**config.mk**
```make
export PLATFORM = sky130hd
export DESIGN_NAME = delay_line_scan_ctrl
export DESIGN_NICKNAME = d
export VERILOG_FILES = /design/src/rtl/delay_line_scan_ctrl_pkg.sv /design/src/rtl/delay_line_scan_ctrl_scan_coord_counter.sv /design/src/rtl/delay_line_scan_ctrl.sv
export SDC_FILE = /design/constraint.sdc
export NUM_CORES = 1
export LEC_CHECK = 0
export CAP_MARGIN = 5
export CORE_AREA = 2 2 79 81
export CTS_BUF_LIST = sky130_fd_sc_hd__clkbuf_2 sky130_fd_sc_hd__clkbuf_4 sky130_fd_sc_hd__clkbuf_8
export CTS_CLUSTER_DIAMETER = 100
export CTS_CLUSTER_SIZE = 16
export DETAILED_ROUTE_END_ITERATION = 6
export DIE_AREA = 0 0 81 83
export GPL_TIMING_DRIVEN = 0
export PLACE_DENSITY = 0.82
export SYNTH_ARGS = -nofsm -noshare
export SYNTH_HDL_FRONTEND = slang
export SYNTH_HIERARCHICAL = 1
export SYNTH_SLANG_ARGS = --single-unit
```
**constraint.sdc**
```tcl
create_clock -name clk -period 4.6 [get_ports clk]
set_input_delay 0.92 -clock clk [delete_from_list [all_inputs] [get_ports clk]]
set_output_delay 0.92 -clock clk [all_outputs]
set_load 0.01 [all_outputs]
```
**src/rtl/delay_line_scan_ctrl_pkg.sv**
```systemverilog
// Shared types and helpers for the SGM delay-line scan controller.
// Holds the scan FSM encoding and the width helper used to size coordinate/tick counters.
package delay_line_scan_ctrl_pkg;

  typedef enum logic [1:0] {
    IDLE   = 2'd0,
    ACTIVE = 2'd1,
    FLUSH  = 2'd2
  } scan_state_t;

  // Bits needed to hold values 0..value-1, never less than one.
  function automatic int unsigned clog2(input int unsigned value);
    int unsigned v;
    int unsigned r;
    v = (value > 1) ? value - 1 : 0;
    r = 0;
    while (v > 0) begin
      r = r + 1;
      v = v >> 1;
    end
    return (r == 0) ? 1 : r;
  endfunction

endpackage

```
**src/rtl/delay_line_scan_ctrl_scan_coord_counter.sv**
```systemverilog
// Raster col/row wrap counter with border flags and a last-pixel flag.
// Outputs describe the pixel consumed by the next enabled cycle.
module scan_coord_counter
  import delay_line_scan_ctrl_pkg::*;
#(
  parameter int unsigned WIDTH  = 640,
  parameter int unsigned HEIGHT = 480,
  localparam int unsigned COL_BITS = clog2(WIDTH),
  localparam int unsigned ROW_BITS = clog2(HEIGHT)
) (
  input  logic                clk,
  input  logic                rst,
  input  logic                en,
  output logic [COL_BITS-1:0] col,
  output logic [ROW_BITS-1:0] row,
  output logic                first_col,
  output logic                last_col,
  output logic                first_row,
  output logic                last_row,
  output logic                last_pix
);

  localparam logic [COL_BITS-1:0] COL_MAX = COL_BITS'(WIDTH - 1);
  localparam logic [ROW_BITS-1:0] ROW_MAX = ROW_BITS'(HEIGHT - 1);

  always_ff @(posedge clk or posedge rst) begin
    if (rst) begin
      col <= '0;
      row <= '0;
    end else if (en) begin
      if (last_col) begin
        col <= '0;
        row <= last_row ? '0 : row + ROW_BITS'(1);
      end else begin
        col <= col + COL_BITS'(1);
      end
    end
  end

  assign first_col = (col == '0);
  assign last_col  = (col == COL_MAX);
  assign first_row = (row == '0);
  assign last_row  = (row == ROW_MAX);
  assign last_pix  = last_col & last_row;

endmodule

```
**src/rtl/delay_line_scan_ctrl.sv**
```systemverilog
// Delay-line sequencer: accepts a raster stream, drives shared ce/rst strobes, flushes at frame end.
// Optional sticky protocol checker enabled by defining SCAN_PROTOCOL_CHECK_EN.
module delay_line_scan_ctrl
  import delay_line_scan_ctrl_pkg::*;
#(
  parameter int unsigned IMG_WIDTH    = 640,
  parameter int unsigned IMG_HEIGHT   = 480,
  parameter int unsigned PIPE_LATENCY = 8,
  localparam int unsigned COL_BITS = clog2(IMG_WIDTH),
  localparam int unsigned ROW_BITS = clog2(IMG_HEIGHT),
  localparam int unsigned CNT_BITS = clog2(IMG_WIDTH * IMG_HEIGHT + PIPE_LATENCY + 1)
) (
  input  logic                clk,
  input  logic                rst,
  input  logic                pix_valid_in,
  input  logic                sof_in,
  output logic                in_ready,
  output logic                line_ce,
  output logic                line_rst,
  output logic [COL_BITS-1:0] col,
  output logic [ROW_BITS-1:0] row,
  output logic                first_col,
  output logic                last_col,
  output logic                first_row,
  output logic                last_row,
  output logic                out_valid,
  output logic                out_eof,
  output logic                frame_done,
  output logic                busy,
  output logic                err_protocol
);

  localparam logic [CNT_BITS-1:0] EOF_TICK   = CNT_BITS'(IMG_WIDTH * IMG_HEIGHT + PIPE_LATENCY - 1);
  localparam logic [CNT_BITS-1:0] FLUSH_LOAD = CNT_BITS'(PIPE_LATENCY);

  scan_state_t         state, state_nxt;
  logic [CNT_BITS-1:0] flush_cnt, flush_cnt_nxt;
  logic [CNT_BITS-1:0] ce_cnt;
  logic                accept;
  logic                flush_ce;
  logic                last_pix;

  scan_coord_counter #(
    .WIDTH  (IMG_WIDTH),
    .HEIGHT (IMG_HEIGHT)
  ) u_coord (
    .clk       (clk),
    .rst       (rst),
    .en        (accept),
    .col       (col),
    .row       (row),
    .first_col (first_col),
    .last_col  (last_col),
    .first_row (first_row),
    .last_row  (last_row),
    .last_pix  (last_pix)
  );

  always_ff @(posedge clk or posedge rst) begin
    if (rst) begin
      state     <= IDLE;
      flush_cnt <= '0;
    end else begin
      state     <= state_nxt;
      flush_cnt <= flush_cnt_nxt;
    end
  end

  always_comb begin
    state_nxt     = state;
    flush_cnt_nxt = flush_cnt;
    in_ready      = 1'b0;
    accept        = 1'b0;
    flush_ce      = 1'b0;
    case (state)
      IDLE: begin
        in_ready = 1'b1;
        accept   = pix_valid_in & sof_in;
        if (accept) state_nxt = ACTIVE;
      end
      ACTIVE: begin
        in_ready = 1'b1;
        accept   = pix_valid_in;
        if (accept && last_pix) begin
          if (PIPE_LATENCY == 0) begin
            state_nxt = IDLE;
          end else begin
            state_nxt     = FLUSH;
            flush_cnt_nxt = FLUSH_LOAD;
          end
        end
      end
      FLUSH: begin
        flush_ce      = 1'b1;
        flush_cnt_nxt = flush_cnt - CNT_BITS'(1);
        if (flush_cnt == CNT_BITS'(1)) state_nxt = IDLE;
      end
      default: state_nxt = IDLE;
    endcase
  end

  // Gated by rst so the enable collapses the moment reset is raised, not at the next edge.
  assign line_ce  = (accept | flush_ce) & ~rst;
  assign out_eof  = line_ce & (ce_cnt == EOF_TICK);
  assign line_rst = out_eof;
  assign busy     = (state != IDLE);

  generate
    if (PIPE_LATENCY == 0) begin : g_no_latency
      assign out_valid = line_ce;
    end else begin : g_latency
      assign out_valid = line_ce & (ce_cnt >= FLUSH_LOAD);
    end
  endgenerate

  always_ff @(posedge clk or posedge rst) begin
    if (rst) begin
      ce_cnt     <= '0;
      frame_done <= 1'b0;
    end else begin
      frame_done <= out_eof;
      if (out_eof)      ce_cnt <= '0;
      else if (line_ce) ce_cnt <= ce_cnt + CNT_BITS'(1);
    end
  end

`ifdef SCAN_PROTOCOL_CHECK_EN
  logic err_q;

  always_ff @(posedge clk or posedge rst) begin
    if (rst) begin
      err_q <= 1'b0;
    end else if (pix_valid_in && (((state == IDLE) && !sof_in) || ((state == ACTIVE) && sof_in))) begin
      err_q <= 1'b1;
    end
  end

  assign err_protocol = err_q;
`else
  assign err_protocol = 1'b0;
`endif

endmodule

```
Yosys cells after proc, flatten, opt, wreduce, memory -nomap -nowiden
Index checks and enable logic that the tools add are counted.

$add $sub $neg: 4. $mul: 0. Div/mod/pow operators: 0. $lt $le $gt $ge: 1. Equal/unequal tests: 9. Shift operators: 0. Mux-type cells: 13. Bitwise logic cells: 7. Reductions and logical operators: 11.

Operators by type and width (count): 19-bit 2-to-1 mux (3); 19-bit case mux with 2 select lines (1); 19-bit by 1-bit adder with 19-bit output, second input constant (1); 19-bit by 1-bit == test with 1-bit output, second input constant (1); 19-bit == test, second input constant (1); 19-bit by 4-bit >= comparator with 1-bit output, second input constant (1); 19-bit by 1-bit subtractor with 19-bit output, second input constant (1); 10-bit by 1-bit adder with 10-bit output, second input constant (1); 10-bit == test, second input constant (1); 10-bit logical NOT (1); 10-bit 2-to-1 mux (1); 9-bit by 1-bit adder with 9-bit output, second input constant (1); 9-bit == test, second input constant (1); 9-bit logical NOT (1); 9-bit 2-to-1 mux (1); 2-bit 2-to-1 mux (3); 2-bit != test, second input constant (3); 2-bit case mux with 3 select lines (1); 2-bit nonzero test (3); 1-bit bitwise AND (5); 2-bit AND reduction (2); 3-bit AND reduction (1); 2-bit by 1-bit == test with 1-bit output, second input constant (1); 2-bit == test, second input constant (1); other kinds (7) (8).

Register bits after elaboration: 60. Bits in latches: 0. RAM bits: 0. ROM bits: 0. Bits of input ports: 4. Output and inout port bits: 31. Word-level logic and storage cells: 51. Memories kept: 0.

Longest topological paths before layout
Word-level depth: 6. Depth in mapped cells: 8. Gate-level depth less buffers: 7.

Hierarchy
Netlist, hierarchy kept.

Modules (own cells, without submodules): delay_line_scan_ctrl (instances 1, cells each 217, area an instance 2120.8 um^2, sequential area each 1026.0 um^2); scan_coord_counter (instances 1, cells each 109, area an instance 1047.3 um^2, sequential area each 475.5 um^2).

Least setup slack after synthesis
OpenSTA, ideal clock, no wires.

Kind: input -> output. Start point: input port rst. End point: output port out_eof. Arrival time: 2.581 ns. Required time: 3.680 ns. Slack: 1.099 ns. Cell stages on the path: 4. Buffers on the path: 1. Cell sequence: inv_1 nand2_1 nor2_4 buf_4.

Longest elaborated chain between the ends: 3.

RTL lines: from (decl) (line delay_line_scan_ctrl.sv:14) `input logic rst,`; 1-bit inverter (line delay_line_scan_ctrl.sv:103) `assign line_ce = (accept | flush_ce) & ~rst;`; 1-bit bitwise AND (line delay_line_scan_ctrl.sv:103); 1-bit bitwise AND (line delay_line_scan_ctrl.sv:104) `assign out_eof = line_ce & (ce_cnt == EOF_TICK);`; to (decl) (line delay_line_scan_ctrl.sv:27) `output logic out_eof,`.

Every way passes these cells.

Worst setup path in the final report
Same ends and word-level chain as after synthesis.

==> results.ini <==
[run_status]
run_status=complete, no violations

[job]
cap_violations=0

[worst_setup_path]
path_cells=clkdlybuf4s50_1 > inv_2 > nand2_1 > nor2_4 > buf_4 > clkdlybuf4s50_1
crit_type=in2out
crit_slowest_cell=inv_2
cp_max_fo=43
cp-end-kind=output pin
critPathArrivalTime_ns=3.39
max_stage_delay_ns=0.67
r2r_cells=8
r2r_setup_slack_ns=2.26
cp.buffers_inverters=4
r2r_start=u_coord/row[1]
crit_family=buffers and inverters
required_ns=3.68
crit_top_cell=clkdlybuf4s50_1
r2r-end=flush_cnt[10]
worstSetupStartpointType=input pin

[synth]
synth_ff_type=dfrtp_1
async_flop_share_pct=100
postSynthAreaPerCell_um2=9.72
yosysWarningCount=6
synth.net_count=338
synth-seq-area-share_pct=47.4
syn-cell-area_mm2=0.00317
ys_ff_latch=60
syn_inst=326
synth_edf_count=0
synth.distinct_cells=54

[clock_tree]
hold_buffers=0
root_buffer=clkbuf_8
clkTransAtPathRegs_ns=0.06
cts-htree-levels=3
cts_setup_buffers=0
ctsResizeCount=0
cts_tree=done
clock_path_buffers=2
numCtsBuffers=9
clk_latency_ns=0.33
clkSinkCount=60

[route]
first_pass_iters=4
top_layer_used=met4
drt_iter0_drc=203
vias=2489
drc_errors=0
met1_length_mm=2.92
wirelength_mm=6.09
drt-vias-per-instance=5.53
drtAntennaViolNets=0
wl_met3_um=391
routedWlPerCell_um=13.5
wl_met2_mm=2.70

[worst_hold_path]
worstHoldStart=flush_cnt[15]
hp-class=reg2reg
worstHoldPathCells=1
hold_end=flush_cnt[15]

[place]
placed_cell_area_mm2=0.00359
globalplace.congestion=0.817
dp.cells=434
portBuffers=33
hpwl_mm=4.26
pre_cts_slack_ns=0.221

[floorplanning]
pin_count=35
dieArea_mm2=0.00672
initial_utilization_pct=54.5
die_w_um=81
core.rowCount=28
die_h_um=83
core_area_mm2=0.00582

[power]
irDropWorstVdd_v=0.000260
p_switching_w=0.000445
power_density_mw_per_mm2=397
clkPwrFrac_pct=34.5
p_seq_share_pct=45.5
leakagePower_nw=1.66
swShare_pct=29.4
p_int_w=0.00107
power_frac_comb_pct=19.9

[sta]
holdWs_ns=0.477
setup_viol=0
worst_pin_slew_ns=0.859
finalClockSkew_ns=0.00404
rsz0062_at_grt=no
fin_crit_sh_pct=93.7
slew_headroom_pct=42.7
finalCriticalPeriod_ns=4.31
fmax_mhz=232
hold_violations=0
setup_ws_ns=0.292
slew_violations=0
finalSetupTns_ns=0

[grt]
antenna_found_initial=0
grt_start_max_net_pins=44
grt_pass1_vias=2438
gr-usage-all-layers_pct=20.6
overflow=0
grt_pass1_wl_mm=11.0

[cells_and_area]
syn_to_final_growth_pct=20.3
drive_gt1_share_pct=10.4
diodes=0
layout.cells.non_filler=450
final_area_mm2=0.00381
final_nets=382

==> stage by stage <==
stage	utilization (%)	total power, W
floorplan	-	0.000875
global placement	61.8	0.000991
detailed placement	61.8	0.00100
CTS	65.6	0.00153
global route	65.6	0.00161
finish	65.6	0.00151
==> layout make-up <==
class                           instances  area (um2)
Fill cell                             496        2000
Multi-Input combinational cell        238        1540
Sequential cell                        60        1500
Timing Repair Buffer                   33         330
Clock buffer                           11         145
Tap cell                               75        93.8
Clock inverter                          5        75.1
Inverter                               19        71.3
Buffer                                  9        51.3
==> power by group through the flow <==
stage,clock [W],sequential [W],combinational [W]
after floorplan,0,0.000689,0.000186
after CTS,0.000536,0.000688,0.000305
final,0.000523,0.000690,0.000301
after global routing,0.000557,0.000705,0.000345
after global placement,0,0.000695,0.000297
after detailed placement,0,0.000696,0.000303
==> flip-flops by register name, summed over array words and instances (netlist names) <==
| register | cells |
|---|---|
| u_coord/col | 10 |
| state | 2 |
| u_coord/row | 9 |
| flush_cnt | 19 |
| frame_done | 1 |
| ce_cnt | 19 |
==> Yosys cell counts, types with 2 or more instances <==
cell type | n | area share (%)
mux2i_1 | 13 | 4.1
o21ai_1 | 2 | 0.32
ha_1 | 8 | 3.2
nand3_1 | 25 | 3.9
o22ai_1 | 2 | 0.39
o211ai_1 | 2 | 0.47
nor2_1 | 25 | 3.0
or3_1 | 3 | 0.59
nand4_1 | 10 | 2.0
and4_1 | 3 | 0.83
o31ai_1 | 3 | 0.71
or4_1 | 2 | 0.47
o311ai_0 | 2 | 0.55
nand2_1 | 41 | 4.9
nor2b_1 | 3 | 0.59
nand2b_1 | 5 | 0.99
buf_4 | 2 | 0.47
xnor2_1 | 14 | 3.9
nor3_2 | 2 | 0.63
xor2_1 | 9 | 2.5
buf_2 | 2 | 0.32
dfrtp_1 | 60 | 47
inv_1 | 19 | 2.3
nor4_1 | 11 | 2.2
a21oi_1 | 6 | 0.95
and3_1 | 5 | 0.99
clkbuf_1 | 4 | 0.47
o21ai_0 | 14 | 2.2
nor3_1 | 4 | 0.63
==> kinds of logic after synthesis <==
logic type | Yosys count | synth area share [%]
adders and majority gates | 8 | 3.16
AOI/OAI and AO/OA | 36 | 7.07
muxes | 13 | 4.11
xor gates and xnor gates | 23 | 6.36
and+or+nand+nor | 157 | 27.9
other | 1 | 0.118
buffers and inverters | 28 | 3.87
DFF | 60 | 47.4
==> layer usage <==
metal  global-route usage [%]  vias to the layer above
li1                         -                     1240
met1                     28.3                     1184
met2                     31.1                       57
met3                     6.41                        8
met4                     6.16                        0
met5                        0                        -
==> worst reg2reg max path, cell delays in order (launching register included) <==
cell,delay [ns]
dfrtp_1,0.44
ha_1,0.23
and4_1,0.28
nand4_1,0.31
nor2b_1,0.25
nand4_1,0.15
clkbuf_1,0.27
o211ai_1,0.17
o31ai_1,0.11
==> cell usage in the layout, fill, tap and decap left out, drive strengths merged, types with 6 or more instances in the layout <==
| master | instances |
|---|---|
| nand2 | 41 |
| xnor2 | 14 |
| and3 | 6 |
| nand3 | 26 |
| dfrtp | 60 |
| ha | 8 |
| nor2 | 26 |
| a21oi | 6 |
| inv | 19 |
| clkbuf | 15 |
| xor2 | 9 |
| nor4 | 12 |
| nor3 | 6 |
| clkdlybuf4s50 | 33 |
| nand4 | 10 |
| mux2i | 13 |
| o21ai | 17 |
==> worst max-delay path by stage <==
| stage | slack [ns] | startpoint | to | depth (start not counted) |
|---|---|---|---|---|
| 2_1_floorplan | 1.10 | rst | out_eof | 4 |
| 3_3_place_gp | -0.39 | rst | out_eof | 6 |
| 3_5_place_dp | 0.22 | rst | out_eof | 6 |
| 4_1_cts | 0.21 | rst | out_eof | 6 |
| 5_1_grt | 0.04 | rst | out_eof | 6 |
| 6_report | 0.29 | rst | out_eof | 6 |
(Power assumes the default switching activity.)
==> patch 1, RTL diff (same flow settings) <==
The 3 states of `scan_state_t` get a one-hot encoding in 3 bits.
--- a/src/rtl/delay_line_scan_ctrl_pkg.sv
+++ b/src/rtl/delay_line_scan_ctrl_pkg.sv
@@ -2,10 +2,10 @@
 // Holds the scan FSM encoding and the width helper used to size coordinate/tick counters.
 package delay_line_scan_ctrl_pkg;
 
-  typedef enum logic [1:0] {
-    IDLE   = 2'd0,
-    ACTIVE = 2'd1,
-    FLUSH  = 2'd2
+  typedef enum logic [2:0] {
+    IDLE   = 3'b001,
+    ACTIVE = 3'b010,
+    FLUSH  = 3'b100
   } scan_state_t;
 
   // Bits needed to hold values 0..value-1, never less than one.
Behaviour: no difference found for any inputs over 10 cycles, from zero or initial values and one cycle with rst high; not proved beyond that.
==> patch 1 against the original RTL <==
Hold slack better by 0.012 ns; wire length up 6.0%; critical path depth up 2; cell area up 0.62%; sequential power down 5.1%; synthesized cell count down 0.31%; area after synthesis up 0.47%; clock power up 4.0%; total power down 3.9%; clock skew up 0.0060 ns; largest power group unchanged; largest cell class unchanged; setup slack better by 0.33 ns; sequential share of layout area up 0.44 points; sequential cell count up 1.
==> patch 1: results (changes against the original RTL) <==
run_status:
  status: "finished, final reports clean"
global_routing:
  grt.met2_usage: 0.317  # +0.00601
  grt_max_degree: 43  # -2.3%
  grt_pass1_vias: 2385  # -2.2%
  globalRouteMet3Util: 0.0511  # -0.0130
  grt_pass1_wl_mm: 10.9  # -0.89%
  use_met1: 0.279  # -0.00390
  track_usage: 0.206  # +0.000320
detailed_routing:
  wl_mm: 6.45  # +6.0%
  wl_met1_mm: 3.08  # +5.5%
  dr_wl_met3_um: 234  # -40%
  drt_iter0_drc: 172  # -15%
  via_per_inst: 5.80  # +4.9%
  wl_met2_mm: 3.07  # +14%
power:
  p_int_uw: 1050  # -1.4%
  p_leak_uw: 0.00161  # -3.1%
  finalPower_uw: 1460  # -3.9%
  powerComb_uw: 256  # -15%
  powerClk_uw: 544  # +4.0%
sta:
  fin_skew_ns: 0.0100  # +0.00599 ns
  finalHoldWorstSlack_ns: 0.489  # +0.0116 ns
  fin_ws_ns: 0.625  # +0.333 ns
  tightestPinTransition_ns: 0.840  # -0.0193 ns
min_path:
  holdPathStages: 1  # unchanged
  hold_path_end: "flush_cnt[12]"
  min_from: "flush_cnt[12]"
setup_path:
  reg2reg_to: "flush_cnt[9]"
  ff2ff_setup_slack_ns: 2.03  # -0.23 ns
  arrival_ns: 3.06  # -0.33 ns
  crit_fanout: 10  # -77%
  startpoint: "pix_valid_in"
  cp-endpoint: "out_eof"
placed_design:
  pre_cts_ws_ns: 0.639  # +0.418 ns
  globalplace.congestion: 0.825  # +0.94%
  placed_area_um2: 3610  # +0.42%
  dpl.hpwl_mm: 4.59  # +7.8%
finish:
  layout.nets: 381  # -0.26%
  n_fill_cell: 474  # -4.4%
  reg.largest.list: "ce_cnt x19, flush_cnt x19, u_coord/col x10"
  layout-drive-gt1-share: 0.107  # +0.00295
clock_tree:
  cts_resized: 0  # unchanged
yosys:
  yosysSeqAreaShare: 0.480  # +0.00602
  synth.distinct_cells: 58  # +7.4%
  synth_fp_nets: 337  # -0.30%
  synthMuxAreaShare: 0.00943  # -0.0316
  synth_commonest_cells: "60 x dfrtp_1, 28 x nand3_1, 27 x nand2_1"
  yosys.area_share.adder: 0.0314  # -0.000149
  synth_compound_area_frac: 0.129  # +0.0586
  synth_area_leaders: "dfrtp_1 47%, nand3_1 4.4%, xnor2_1 3.9%"
  synthXorXnorAreaFrac: 0.0550  # -0.00855
[patch 1: area by class of cell]
| cell class | instances | area [µm²] | share of cell area |
|---|---|---|---|
| timing repair buffer | 33 | 330 | 0.0861 |
| buffer | 9 | 52.6 | 0.0137 |
| clock inverter | 4 | 70.1 | 0.0183 |
| clock buffer | 12 | 159 | 0.0414 |
| sequential | 61 | 1530 | 0.398 |
| multi-input combinational | 236 | 1530 | 0.399 |
| inverter | 19 | 71.3 | 0.0186 |
| tap | 75 | 93.8 | 0.0245 |
[patch 1: critical path: stages]
cell             delay, ns
clkdlybuf4s50_1       0.53
and2b_2               0.18
o21ai_1               0.08
a21o_1                0.22
clkbuf_1              0.23
nor2_1                0.24
buf_4                 0.14
clkdlybuf4s50_1       0.52
[patch 1: metrics by stage]
step / cells / utilization
finish: 449 / 0.660
global route: 449 / 0.660
CTS: 449 / 0.660
detailed placement: 433 / 0.620
global placement: 433 / 0.620
floorplan: 325 / -
==> patch 2, RTL diff (same settings) <==
Made on the original files. The option `SCAN_PROTOCOL_CHECK_EN` is turned on by a define.
--- a/src/rtl/delay_line_scan_ctrl.sv
+++ b/src/rtl/delay_line_scan_ctrl.sv
@@ -1,5 +1,7 @@
 // Delay-line sequencer: accepts a raster stream, drives shared ce/rst strobes, flushes at frame end.
 // Optional sticky protocol checker enabled by defining SCAN_PROTOCOL_CHECK_EN.
+`define SCAN_PROTOCOL_CHECK_EN
+
 module delay_line_scan_ctrl
   import delay_line_scan_ctrl_pkg::*;
 #(
Function: changed (a bounded check fails within 4 cycles, from zero or initial values and one cycle with rst high).
==> patch 2 against the original RTL <==
Area after synthesis down 0.75%; final cell count down 1.3%; clock power down 19%; wire length up 5.8%; setup slack better by 0.047 ns; cell area down 1.7%; sequential cell count up 1; register-to-register slack better by 0.03 ns; non-clock buffer count unchanged; critical path depth up 1; sequential power about the same; maximum frequency up 1.1%; total power down 7.3%; critical endpoint unchanged; highest routed layer unchanged.
==> patch 2: results (changes against the original RTL) <==
yosys:
  synth_commonest_cells: "61 x dfrtp_1, 32 x nand2_1, 31 x nand3_1"
  synth_fp_nets: 332  # -1.8%
  synth_compound_area_frac: 0.109  # +0.0387
  syn_avg_cell_area_um2: 9.83  # +1.1%
setup_path:
  cpPeakStageDelay_ns: 0.54  # -0.13 ns
  arrival_ns: 3.34  # -0.05 ns
  reg2reg_to: "flush_cnt[11]"
  rr_worst_depth: 6  # -2
placed_design:
  place_inst: 429  # -1.2%
  numPortBuffers: 34  # +3.0%
  globalplace.congestion: 0.817  # about the same
  dpl.hpwl_mm: 4.56  # +7.0%
detailed_routing:
  wl_mm: 6.44  # +5.8%
power:
  vdd.ir_drop.worst_uv: 210  # -19%
  p_int_uw: 975  # -8.8%
  p_leak_uw: 0.00158  # -4.7%
sta:
  fin_skew_ns: 0.0100  # +0.00598 ns
  finalHoldWorstSlack_ns: 0.480  # +0.00252 ns
  tightestPinTransition_ns: 0.860  # +0.000750 ns
min_path:
  hold_path_end: "flush_cnt[18]"
run_status:
  status: "finished, final reports clean"
finish:
  layout-drive-gt1-share: 0.0921  # -0.0119
  layout.nets: 377  # -1.3%
  fin_cells: 444  # -1.3%
global_routing:
  track_usage: 0.206  # +0.000266
## patch 2: changes by cell type after synthesis, moves of 3 or more
cell	delta
mux2i_1	-9
nand2_1	-9
nand3_1	+6
nand4_1	-3
nor2_1	-10
o211ai_1	+3
o21ai_0	+4
o41ai_1	+3
## patch 2: worst max path at each step
stage                end  slack (ns)  cells after the start
2_1_floorplan  out_valid        1.35                      3
3_3_place_gp     line_ce       -0.12                      5
3_5_place_dp     out_eof        0.41                      7
4_1_cts          out_eof        0.33                      7
5_1_grt          out_eof        0.19                      7
6_report         out_eof        0.34                      7
## patch 2: final cells by class
class                      instances  area, µm²  area share
timing repair buffer              34        340      0.0908
tap                               75       93.8      0.0250
inverter                          20       75.1      0.0200
sequential                        61       1530       0.407
clock inverter                     2       10.0     0.00267
multi-input combinational        231       1500       0.399
buffer                             8       47.5      0.0127
clock buffer                      13        160      0.0427
## patch 2: logic make-up after synthesis
| kind of cell | count (synthesis) |
|---|---|
| DFF | 61 |
| adders and majority gates | 8 |
| xor gates and xnor gates | 23 |
| muxes | 4 |
| buffers and inverters | 28 |
| and+or+nand+nor | 143 |
| AOI/OAI and AO/OA | 53 |
## patch 2: power by group through the flow
stage                     clock network (µW)  logic, µW  registers (µW)
after floorplan                            0        169             690
after global placement                     0        278             695
after detailed placement                   0        289             698
after CTS                                427        292             690
after global routing                     451        327             704
final                                    422        290             692
## patch 2: stage by stage
step	area (µm²)	TNS (ns)	worst slack (ns)
after global placement	3580	-0.230	-0.119
after global routing	3750	0	0.189
after floorplan	3140	0	1.35
after CTS	3750	0	0.328
after detailed placement	3580	0	0.407
final	3750	0	0.339
## patch 2: worst max-delay path: cells and delay by family
family / cells / cell delay, ns
AOI/OAI and AO/OA: 1 / 0.53
and+or+nand+nor: 2 / 0.47
buffers and inverters: 4 / 1.42
## patch 2: metal layers
layer,GRT usage,vias up,share of wire
met3,0.0500,11,0.041
met1,0.267,1236,0.47
met4,0.0894,0,0.019
met5,0,-,0
met2,0.325,51,0.47
li1,-,1248,-
